[config.mk]
export PLATFORM = sky130hd
export DESIGN_NAME = spmv_sym_stream
export DESIGN_NICKNAME = d
export VERILOG_FILES = /design/src/rtl/spmv_sym_stream.sv
export SDC_FILE = /design/constraint.sdc
export NUM_CORES = 2
export LEC_CHECK = 0
export CAP_MARGIN = 0
export CELL_PAD_IN_SITES_DETAIL_PLACEMENT = 0
export CELL_PAD_IN_SITES_GLOBAL_PLACEMENT = 1
export CORE_AREA = 4 4 398 400
export DETAILED_ROUTE_END_ITERATION = 10
export DIE_AREA = 0 0 402 404
export PLACE_DENSITY = 0.84
export RECOVER_POWER = 100
export SLEW_MARGIN = 20
export SYNTH_ARGS = -nofsm -noshare
export SYNTH_HDL_FRONTEND = slang
export SYNTH_SLANG_ARGS = --single-unit
[constraint.sdc]
create_clock -name clk -period 8.7 [get_ports clk]
set_clock_uncertainty 0.15 [all_clocks]
set_input_delay 1.305 -clock clk [delete_from_list [all_inputs] [get_ports clk]]
set_output_delay 1.305 -clock clk [all_outputs]
set_load 0.02 [all_outputs]
[src/rtl/spmv_sym_stream.sv]
// Streaming sparse y = A*x engine with a general mode and a symmetric (upper-triangle) mode.
// Optional build macro SPMV_SATURATE_EN: accumulator additions saturate instead of wrapping.
module spmv_sym_stream #(
    parameter int N      = 16,
    parameter int IDX_W  = 4,
    parameter int DATA_W = 16,
    parameter int ACC_W  = 32
) (
    input  logic              clk,
    input  logic              rst_n,
    input  logic              i_start,
    input  logic              i_sym_mode,
    input  logic              i_x_we,
    input  logic [IDX_W-1:0]  i_x_addr,
    input  logic [DATA_W-1:0] i_x_wdata,
    input  logic              i_in_valid,
    output logic              o_in_ready,
    input  logic [DATA_W-1:0] i_in_val,
    input  logic [IDX_W-1:0]  i_in_col,
    input  logic              i_in_eor,
    input  logic              i_in_last,
    output logic              o_out_valid,
    input  logic              i_out_ready,
    output logic [ACC_W-1:0]  o_out_data,
    output logic [IDX_W-1:0]  o_out_row,
    output logic              o_busy,
    output logic              o_done,
    output logic              o_err_range,
    output logic              o_err_lower
);

    localparam logic [1:0] S_IDLE  = 2'd0;
    localparam logic [1:0] S_CLEAR = 2'd1;
    localparam logic [1:0] S_RUN   = 2'd2;
    localparam logic [1:0] S_DRAIN = 2'd3;

    localparam logic [IDX_W:0]   NLIM     = (IDX_W+1)'(N);
    localparam logic [IDX_W-1:0] LAST_ROW = IDX_W'(N-1);

    function automatic logic signed [ACC_W-1:0] f_add(
        input logic signed [ACC_W-1:0] a,
        input logic signed [ACC_W-1:0] b
    );
`ifdef SPMV_SATURATE_EN
        logic signed [ACC_W:0] s;
        s = {a[ACC_W-1], a} + {b[ACC_W-1], b};
        if (s[ACC_W] != s[ACC_W-1])
            f_add = s[ACC_W] ? {1'b1, {(ACC_W-1){1'b0}}} : {1'b0, {(ACC_W-1){1'b1}}};
        else
            f_add = s[ACC_W-1:0];
`else
        f_add = a + b;
`endif
    endfunction

    logic [1:0]               r_state;
    logic [IDX_W-1:0]         r_clr_idx;
    logic [IDX_W-1:0]         r_row;
    logic                     r_sym;
    logic                     r_first;
    logic                     r_seen_last;
    logic                     r_last_out;
    logic                     r_err_range;
    logic                     r_err_lower;

    logic                     r_s1_valid;
    logic signed [DATA_W-1:0] r_s1_val;
    logic [IDX_W-1:0]         r_s1_col;
    logic [IDX_W-1:0]         r_s1_row;
    logic                     r_s1_eor;
    logic                     r_s1_last;
    logic                     r_s1_first;
    logic                     r_s1_diag;
    logic                     r_s1_inr;
    logic signed [DATA_W-1:0] r_s1_xc;
    logic signed [DATA_W-1:0] r_s1_xr;

    logic signed [DATA_W-1:0] r_x     [N];
    logic signed [ACC_W-1:0]  r_lower [N];
    logic signed [ACC_W-1:0]  r_acc;
    logic signed [ACC_W-1:0]  r_out_data;
    logic [IDX_W-1:0]         r_out_row;
    logic                     r_out_valid;

    logic                       w_stall;
    logic                       w_in_ready;
    logic                       w_accept;
    logic                       w_col_oob;
    logic                       w_xaddr_oob;
    logic                       w_s2_go;
    logic                       w_scatter;
    logic                       w_lower_err;
    logic signed [DATA_W-1:0]   w_xc;
    logic signed [2*DATA_W-1:0] w_pup;
    logic signed [2*DATA_W-1:0] w_plo;
    logic signed [ACC_W-1:0]    w_acc_new;
    logic signed [ACC_W-1:0]    w_result;

    // A pending, unconsumed result freezes both pipeline stages and the input.
    assign w_stall     = r_out_valid && !i_out_ready;
    assign w_in_ready  = (r_state == S_RUN) && !w_stall && !r_seen_last;
    assign w_accept    = i_in_valid && w_in_ready;
    assign w_col_oob   = ({1'b0, i_in_col} >= NLIM);
    assign w_xaddr_oob = ({1'b0, i_x_addr} >= NLIM);
    assign w_xc        = w_col_oob ? '0 : r_x[i_in_col];

    assign w_s2_go     = r_s1_valid && !w_stall;
    assign w_pup       = r_s1_val * r_s1_xc;
    assign w_plo       = r_s1_val * r_s1_xr;
    assign w_scatter   = r_sym && r_s1_inr && !r_s1_diag && (r_s1_col > r_s1_row);
    assign w_lower_err = r_sym && r_s1_inr && (r_s1_col < r_s1_row);
    assign w_acc_new   = f_add(r_s1_first ? '0 : r_acc, ACC_W'(w_pup));
    // lower[row] only receives contributions from earlier rows, so it is final here.
    assign w_result    = r_sym ? f_add(w_acc_new, r_lower[r_s1_row]) : w_acc_new;

    always_ff @(posedge clk or negedge rst_n) begin
        if (!rst_n) begin
            r_state     <= S_IDLE;
            r_clr_idx   <= '0;
            r_row       <= '0;
            r_sym       <= 1'b0;
            r_first     <= 1'b0;
            r_seen_last <= 1'b0;
            r_last_out  <= 1'b0;
            r_err_range <= 1'b0;
            r_err_lower <= 1'b0;
        end else begin
            case (r_state)
                S_IDLE: if (i_start) begin
                    r_state     <= S_CLEAR;
                    r_sym       <= i_sym_mode;
                    r_clr_idx   <= '0;
                    r_row       <= '0;
                    r_first     <= 1'b1;
                    r_seen_last <= 1'b0;
                    r_last_out  <= 1'b0;
                    r_err_range <= 1'b0;
                    r_err_lower <= 1'b0;
                end
                S_CLEAR: begin
                    r_clr_idx <= r_clr_idx + 1'b1;
                    if (r_clr_idx == LAST_ROW)
                        r_state <= S_RUN;
                end
                S_RUN: begin
                    if (w_accept) begin
                        if (w_col_oob)
                            r_err_range <= 1'b1;
                        r_first <= i_in_eor || i_in_last;
                        if (i_in_last)
                            r_seen_last <= 1'b1;
                        else if (i_in_eor) begin
                            if (r_row == LAST_ROW)
                                r_err_range <= 1'b1;
                            else
                                r_row <= r_row + 1'b1;
                        end
                    end
                    if (w_s2_go && w_lower_err)
                        r_err_lower <= 1'b1;
                    if (w_s2_go && r_s1_last)
                        r_last_out <= 1'b1;
                    if (r_last_out && r_out_valid && i_out_ready)
                        r_state <= S_DRAIN;
                end
                default: r_state <= S_IDLE;
            endcase
        end
    end

    always_ff @(posedge clk or negedge rst_n) begin
        if (!rst_n) begin
            r_s1_valid <= 1'b0;
            r_s1_val   <= '0;
            r_s1_col   <= '0;
            r_s1_row   <= '0;
            r_s1_eor   <= 1'b0;
            r_s1_last  <= 1'b0;
            r_s1_first <= 1'b0;
            r_s1_diag  <= 1'b0;
            r_s1_inr   <= 1'b0;
            r_s1_xc    <= '0;
            r_s1_xr    <= '0;
        end else if (!w_stall) begin
            r_s1_valid <= w_accept;
            if (w_accept) begin
                r_s1_val   <= i_in_val;
                r_s1_col   <= i_in_col;
                r_s1_row   <= r_row;
                r_s1_eor   <= i_in_eor || i_in_last;
                r_s1_last  <= i_in_last;
                r_s1_first <= r_first;
                r_s1_diag  <= (i_in_col == r_row);
                r_s1_inr   <= !w_col_oob;
                r_s1_xc    <= w_xc;
                r_s1_xr    <= r_x[r_row];
            end
        end
    end

    always_ff @(posedge clk or negedge rst_n) begin
        if (!rst_n) begin
            for (int i = 0; i < N; i++) begin
                r_x[i]     <= '0;
                r_lower[i] <= '0;
            end
            r_acc       <= '0;
            r_out_valid <= 1'b0;
            r_out_data  <= '0;
            r_out_row   <= '0;
        end else begin
            if (r_state == S_IDLE && i_x_we && !w_xaddr_oob)
                r_x[i_x_addr] <= i_x_wdata;
            if (r_state == S_CLEAR) begin
                r_lower[r_clr_idx] <= '0;
                r_acc              <= '0;
            end
            if (r_out_valid && i_out_ready)
                r_out_valid <= 1'b0;
            if (w_s2_go) begin
                r_acc <= w_acc_new;
                if (w_scatter)
                    r_lower[r_s1_col] <= f_add(r_lower[r_s1_col], ACC_W'(w_plo));
                if (r_s1_eor) begin
                    r_out_valid <= 1'b1;
                    r_out_data  <= w_result;
                    r_out_row   <= r_s1_row;
                end
            end
        end
    end

    assign o_in_ready  = w_in_ready;
    assign o_out_valid = r_out_valid;
    assign o_out_data  = r_out_data;
    assign o_out_row   = r_out_row;
    assign o_busy      = (r_state != S_IDLE);
    assign o_done      = (r_state == S_DRAIN);
    assign o_err_range = r_err_range;
    assign o_err_lower = r_err_lower;

endmodule

# Word level (Yosys, flattened, before mapping)
# Index checks and enable logic that the tools add are counted.
# Widths: inputs -> output; s select.
[classes]
n_addsub = 5
multipliers = 2
n_lt_le_gt_ge = 11
n_eq_ne = 17
muxes = 57
n_bitwise = 9
reduce_logical = 39
[ops]
columns = ["op", "count"]
rows = [
  ["$mux 512", 3],
  ["$and 512x512->512", 1],
  ["$bwmux 512", 1],
  ["$not 512->512", 1],
  ["$mux 32", 10],
  ["$bmux 32 s4", 2],
  ["$bwmux 256", 1],
  ["$demux 32 s4", 2],
  ["$bmux 16 s4", 2],
  ["$add 32x32->32", 3],
  ["$mux 16", 5],
  ["$demux 16 s4", 1],
  ["$mul 16x16->32", 2],
  ["$ge 5x5->1 const B", 6],
  ["$not 4->5", 6],
  ["$mux 4", 5],
  ["$logic_and 1x1->1", 18],
  ["$pmux 4 s2", 2],
  ["$lt 5x1->1 const B", 3],
  ["$mux 1", 14],
  ["$ne 2x2->1 const B", 7],
  ["$reduce_and 3->1", 4],
  ["$reduce_and 6->1", 2],
  ["$pmux 1 s2", 5],
  ["other kinds (17)", 34],
]
[word_totals]
ff_bits = 915
in_bits = 49
out_inout_bits = 42
word_cells = 196

# Logic depth before layout (Yosys ltp)
[depth]
word_depth = 11
mapped_depth = 37
depth_no_buf = 36

# Least setup slack after synthesis
# Ideal clock, no wire load.
[synth_path]
path_kind = "reg2reg"
start = "reg r_s1_xc[1]"
end = "reg r_out_data[30] (netlist: o_out_data[30])"
setup_time_ns = 0.134
arrival_ns = 7.801
t_required_ns = 8.416
slack_ns = 0.615
stages_incl_launch_ff = 33
path_buffers = 1
synth_period_minus_slack_ns = 8.085
cell_sequence = "dfrtp_1 > clkbuf_1 > nand2_1 > fa_1 > fa_1 > fa_1 > fa_1 > inv_1 > fa_1 > inv_1 > fa_1 > inv_1 > ha_1 > a21oi_1 > nor2b_1 > a21oi_1 > a31oi_1 > o21bai_1 > a21oi_1 > o21bai_1 > a21oi_1 > xnor2_1 > ha_1 > a21o_1 > a21o_1 > a21o_1 > a31oi_1 > o21ai_1 > a311oi_1 > o21a_1 > nor4bb_1 > o41ai_1 > a21oi_1"
[synth_between]
elab_chain_len = 4
[synth_rtl]
columns = ["item", "line", "text"]
rows = [
  ["from (decl)", "75", "logic signed [DATA_W-1:0] r_s1_xc;"],
  ["from (signal assigned)", "195", "r_s1_xc <= w_xc;"],
  ["$mul 16x16->32 *", "108", "assign w_pup = r_s1_val * r_s1_xc;"],
  ["$add 32x32->32 *", "52", "f_add = a + b;"],
  ["$add 32x32->32", "52", ""],
  ["$mux 32 *", "114", "assign w_result = r_sym ? f_add(w_acc_new, r_lower[r_s1_row]) : w_acc_new;"],
  ["to (signal assigned)", "226", "r_out_data <= w_result;"],
  ["to (decl)", "81", "logic signed [ACC_W-1:0] r_out_data;"],
]
# Every way passes the cells marked *; elsewhere a longest branch is shown, timed or not.
# A chain may end at the register's enable or synchronous reset.

# Worst setup path in the final report
[layout_path]
start = "reg r_s1_xc[1]"
end = "reg r_out_data[31] (netlist: o_out_data[31])"
# The elaborated chain is that of the path after synthesis.

==> results.yml <==
route:
  postRouteAntennaNets: 0
  detailed_router_s_first_iteration_violation_count: 4873
  route.detailed.drc: 0
  post_drt_via_cell_ratio: 6.071
  route.vias.total: 49330
  drt_pre_antenna_iters: 6
  detail_route.wl_per_cell_um: 25.60
  routed_wirelength_mm: 208.0
placed_design:
  routabilityCongestion: 0.8951
  dp_hpwl_mm: 139.1
  port-buffer-count: 90
worst_setup_path:
  critical_path_source_type: "flip-flop"
  worstSetupPathType: "flip-flop to flip-flop"
  arrival_time_at_the_worst_endpoint_ps: 8840
  worst_path_max_delay_cell: "fa_2"
  critPathMaxFanout: 6
  timing.critical_path.required_ps: 9200
  end_kind: "flip-flop"
  critPathLaunch: "r_s1_xc[1]"
  rr_startpoint: "r_s1_xc[1]"
  worst_path_largest_cell_delay_ps: 660
status:
  violations_in_the_final_reports: "capacitance limit, slew limit"
  outcome: "finished, violations left"
global_routing:
  wire_length_of_the_first_global_routing_pass_mm: 320.4
  gr-usage-all-layers_pct: 25.81
  global_route_congestion_overflow_total: 0
  largest_net_degree_at_the_start_of_global_routing: 173
  grt_antenna_before_repair: 23
  number_of_global_route_vias_before_repair: 51640
synth:
  synthDominantCellAreaShare_pct: 33.10
  synthTopCellsByArea: "dfrtp_1 (33%), fa_1 (17%), mux4_2 (15%)"
  synth-async-reset-ratio_pct: 100.0
  ys.warnings.count: 0
  synth.lib_cells_used.distinct: 75
  yosys.area.top_type: "dfrtp_1"
  syn_area_sq_um: 69180
  post_synth.cell_area_avg_sq_um: 11.38
  synthFlopType: "dfrtp_1"
  synth_edf_count: 0
  share_of_the_yosys_chip_area_belonging_to_registers_pct: 33.10
  yosys_register_bits: 915
  post_synth_inst_count: 6077
  synthesis.nets: 6950
sta:
  final_max_slew_viol_count: 1685
  finalHoldViolCount: 0
  final_min_period_over_clock_period_pct: 95.82
  setup-tns-final_ps: 0
  hold-worst-slack_ps: 318.5
  worst_slew_pin_slew_ps: 5322
  post-route-min-period_ps: 8337
  maxClockFrequency_mhz: 120.0
  setup_viol: 0
  slew_headroom_pct: -254.8
cells_and_area:
  fillCellCount: 13800
  area.growth.synth_to_final_pct: 9.341
  final_layout_size_suffix_gt1_share_pct: 19.23
  fin_nets: 6857
clock_network:
  cts.htree.levels: 3
  clock_tree.buffer_depth: 3
  tritoncts_num_sinks: 915
  cts.clk_slew.worst_paths_ps: 60
  cts_root_buffer: "clkbuf_16"
  cts_tree: "built"
  cts_bufs_inserted: 92
  cts_hold_buf: 0
  clk-insertion-delay-late_ps: 750
min_path:
  worst_hold_startpoint: "o_out_row[2]"
  worstHoldPathType: "flip-flop to flip-flop"
floorplan:
  io_pins: 91
  dieHeight_um: 404
  floorplan.core_area_sq_um: 155300
  die_footprint_sq_um: 162400
  initial_standard_cell_utilization_of_the_core_pct: 44.55
  fp-row-count: 145
  die_w_um: 402
flow_run:
  maxCapViolCount: 32
## final timing paths
path | endpoint | slack (ps) | cells past startpoint
min in group asynchronous | r_s1_val[3] | 2360 | 1
worst max-delay path | o_out_data[31] | 360 | 32
worst min-delay path | o_out_row[2] | 320 | 2
worst min register to register | o_out_row[2] | 320 | 2
worst max register to register | o_out_data[31] | 360 | 32
max in group asynchronous | r_lower[435] | 1040 | 3
## layout make-up
cell class              instances  area [sq um]  share of cell area [%]
inverters                     658          2474                   3.270
clock inverters                39         391.6                  0.5177
diodes                          9         22.52                 0.02977
flip-flops and latches        915         22920                   30.30
clock buffers                 130          2728                   3.606
repair buffers                274          2253                   2.979
well taps                    2058          2575                   3.404
multi-input cells            4043         42280                   55.90
## worst max-delay path, delay by kind of cell (launching register included)
| kind | cells | cell delay [ps] |
|---|---|---|
| buffers and inverters | 6 | 510 |
| and+or+nand+nor | 4 | 630 |
| DFF | 1 | 430 |
| AOI/OAI and AO/OA | 12 | 2420 |
| xor gates and xnor gates | 2 | 390 |
| adders and majority gates | 8 | 3760 |
## cells by family (layout without fill, tap and decap cells)
| logic type | Yosys count | in the layout | synth area share [%] |
|---|---|---|---|
| other | 0 | 9 | 0 |
| buffers and inverters | 1119 | 1101 | 6.111 |
| and+or+nand+nor | 1470 | 1470 | 10.42 |
| DFF | 915 | 915 | 33.10 |
| muxes | 816 | 816 | 21.10 |
| xor gates and xnor gates | 117 | 117 | 1.512 |
| AOI/OAI and AO/OA | 816 | 816 | 6.514 |
| adders and majority gates | 824 | 824 | 21.25 |
## sequential cells by signal (all words and copies together) (netlist names), 2 cells and up
register and cells:
o_out_data 32, o_out_row 4, r_acc 32, r_clr_idx 4, r_lower 512, r_row 4, r_s1_col 4, r_s1_row 4
r_s1_val 16, r_s1_xc 16, r_s1_xr 16, r_state 2, r_x 256
## cells in the final DEF, fill, tap and decap left out, types with 94 or more instances in the layout
master and n:
dfrtp_1 905, mux2_2 305, nand3_1 564, nand2_1 420, ha_1 236, clkbuf_16 94, mux4_2 472, buf_4 144
fa_1 584, and2_1 220, inv_1 656, o21ai_0 579
## synthesized netlist by cell type (all sizes together), types with 8 or more instances
master  number
xor2        29
or3          9
clkbuf     383
ha         239
a21o        37
o21bai      12
nor2        88
mux2i       23
mux2       313
a21oi       91
nand2      429
nor2b       53
dfrtp      915
buf         78
and2       220
nand4        8
a211oi      13
inv        658
xnor2       87
and3        11
fa         585
o21a        11
mux4       480
nand3      570
nor3        19
nand2b      38
a31oi        9
o21ai      593
## through the flow
| step | setup slack, ps | utilization (%) | cell area (sq um) | cells |
|---|---|---|---|---|
| 2_1_floorplan | 614.5 | - | 69180 | 6077 |
| 4_1_cts | 19.17 | 48.74 | 75700 | 8112 |
| 6_report | 363.2 | 48.71 | 75650 | 8126 |
| 5_1_grt | -17.66 | 48.70 | 75630 | 8119 |
| 3_5_place_dp | 30.86 | 46.74 | 72580 | 7943 |
| 3_3_place_gp | 305.4 | 46.73 | 72570 | 7943 |
## metal layers
| layer | vias to the layer above | GRT usage, % | routed length [um] |
|---|---|---|---|
| met5 | - | 0 | 181 |
| met4 | 28 | 11.85 | 10730 |
| met3 | 530 | 5.901 | 20470 |
| met2 | 2443 | 41.13 | 97620 |
| met1 | 25560 | 33.88 | 79040 |
| li1 | 20770 | - | - |
## what timing repair did
item                       CTS  global route
setup endpoints to repair    0             5
gates resized for setup      0            23
setup buffers                0             5
Power is left out: the tool's default activity adds up to more than one toggle a clock period on the data nets, which glitch-free logic cannot reach.
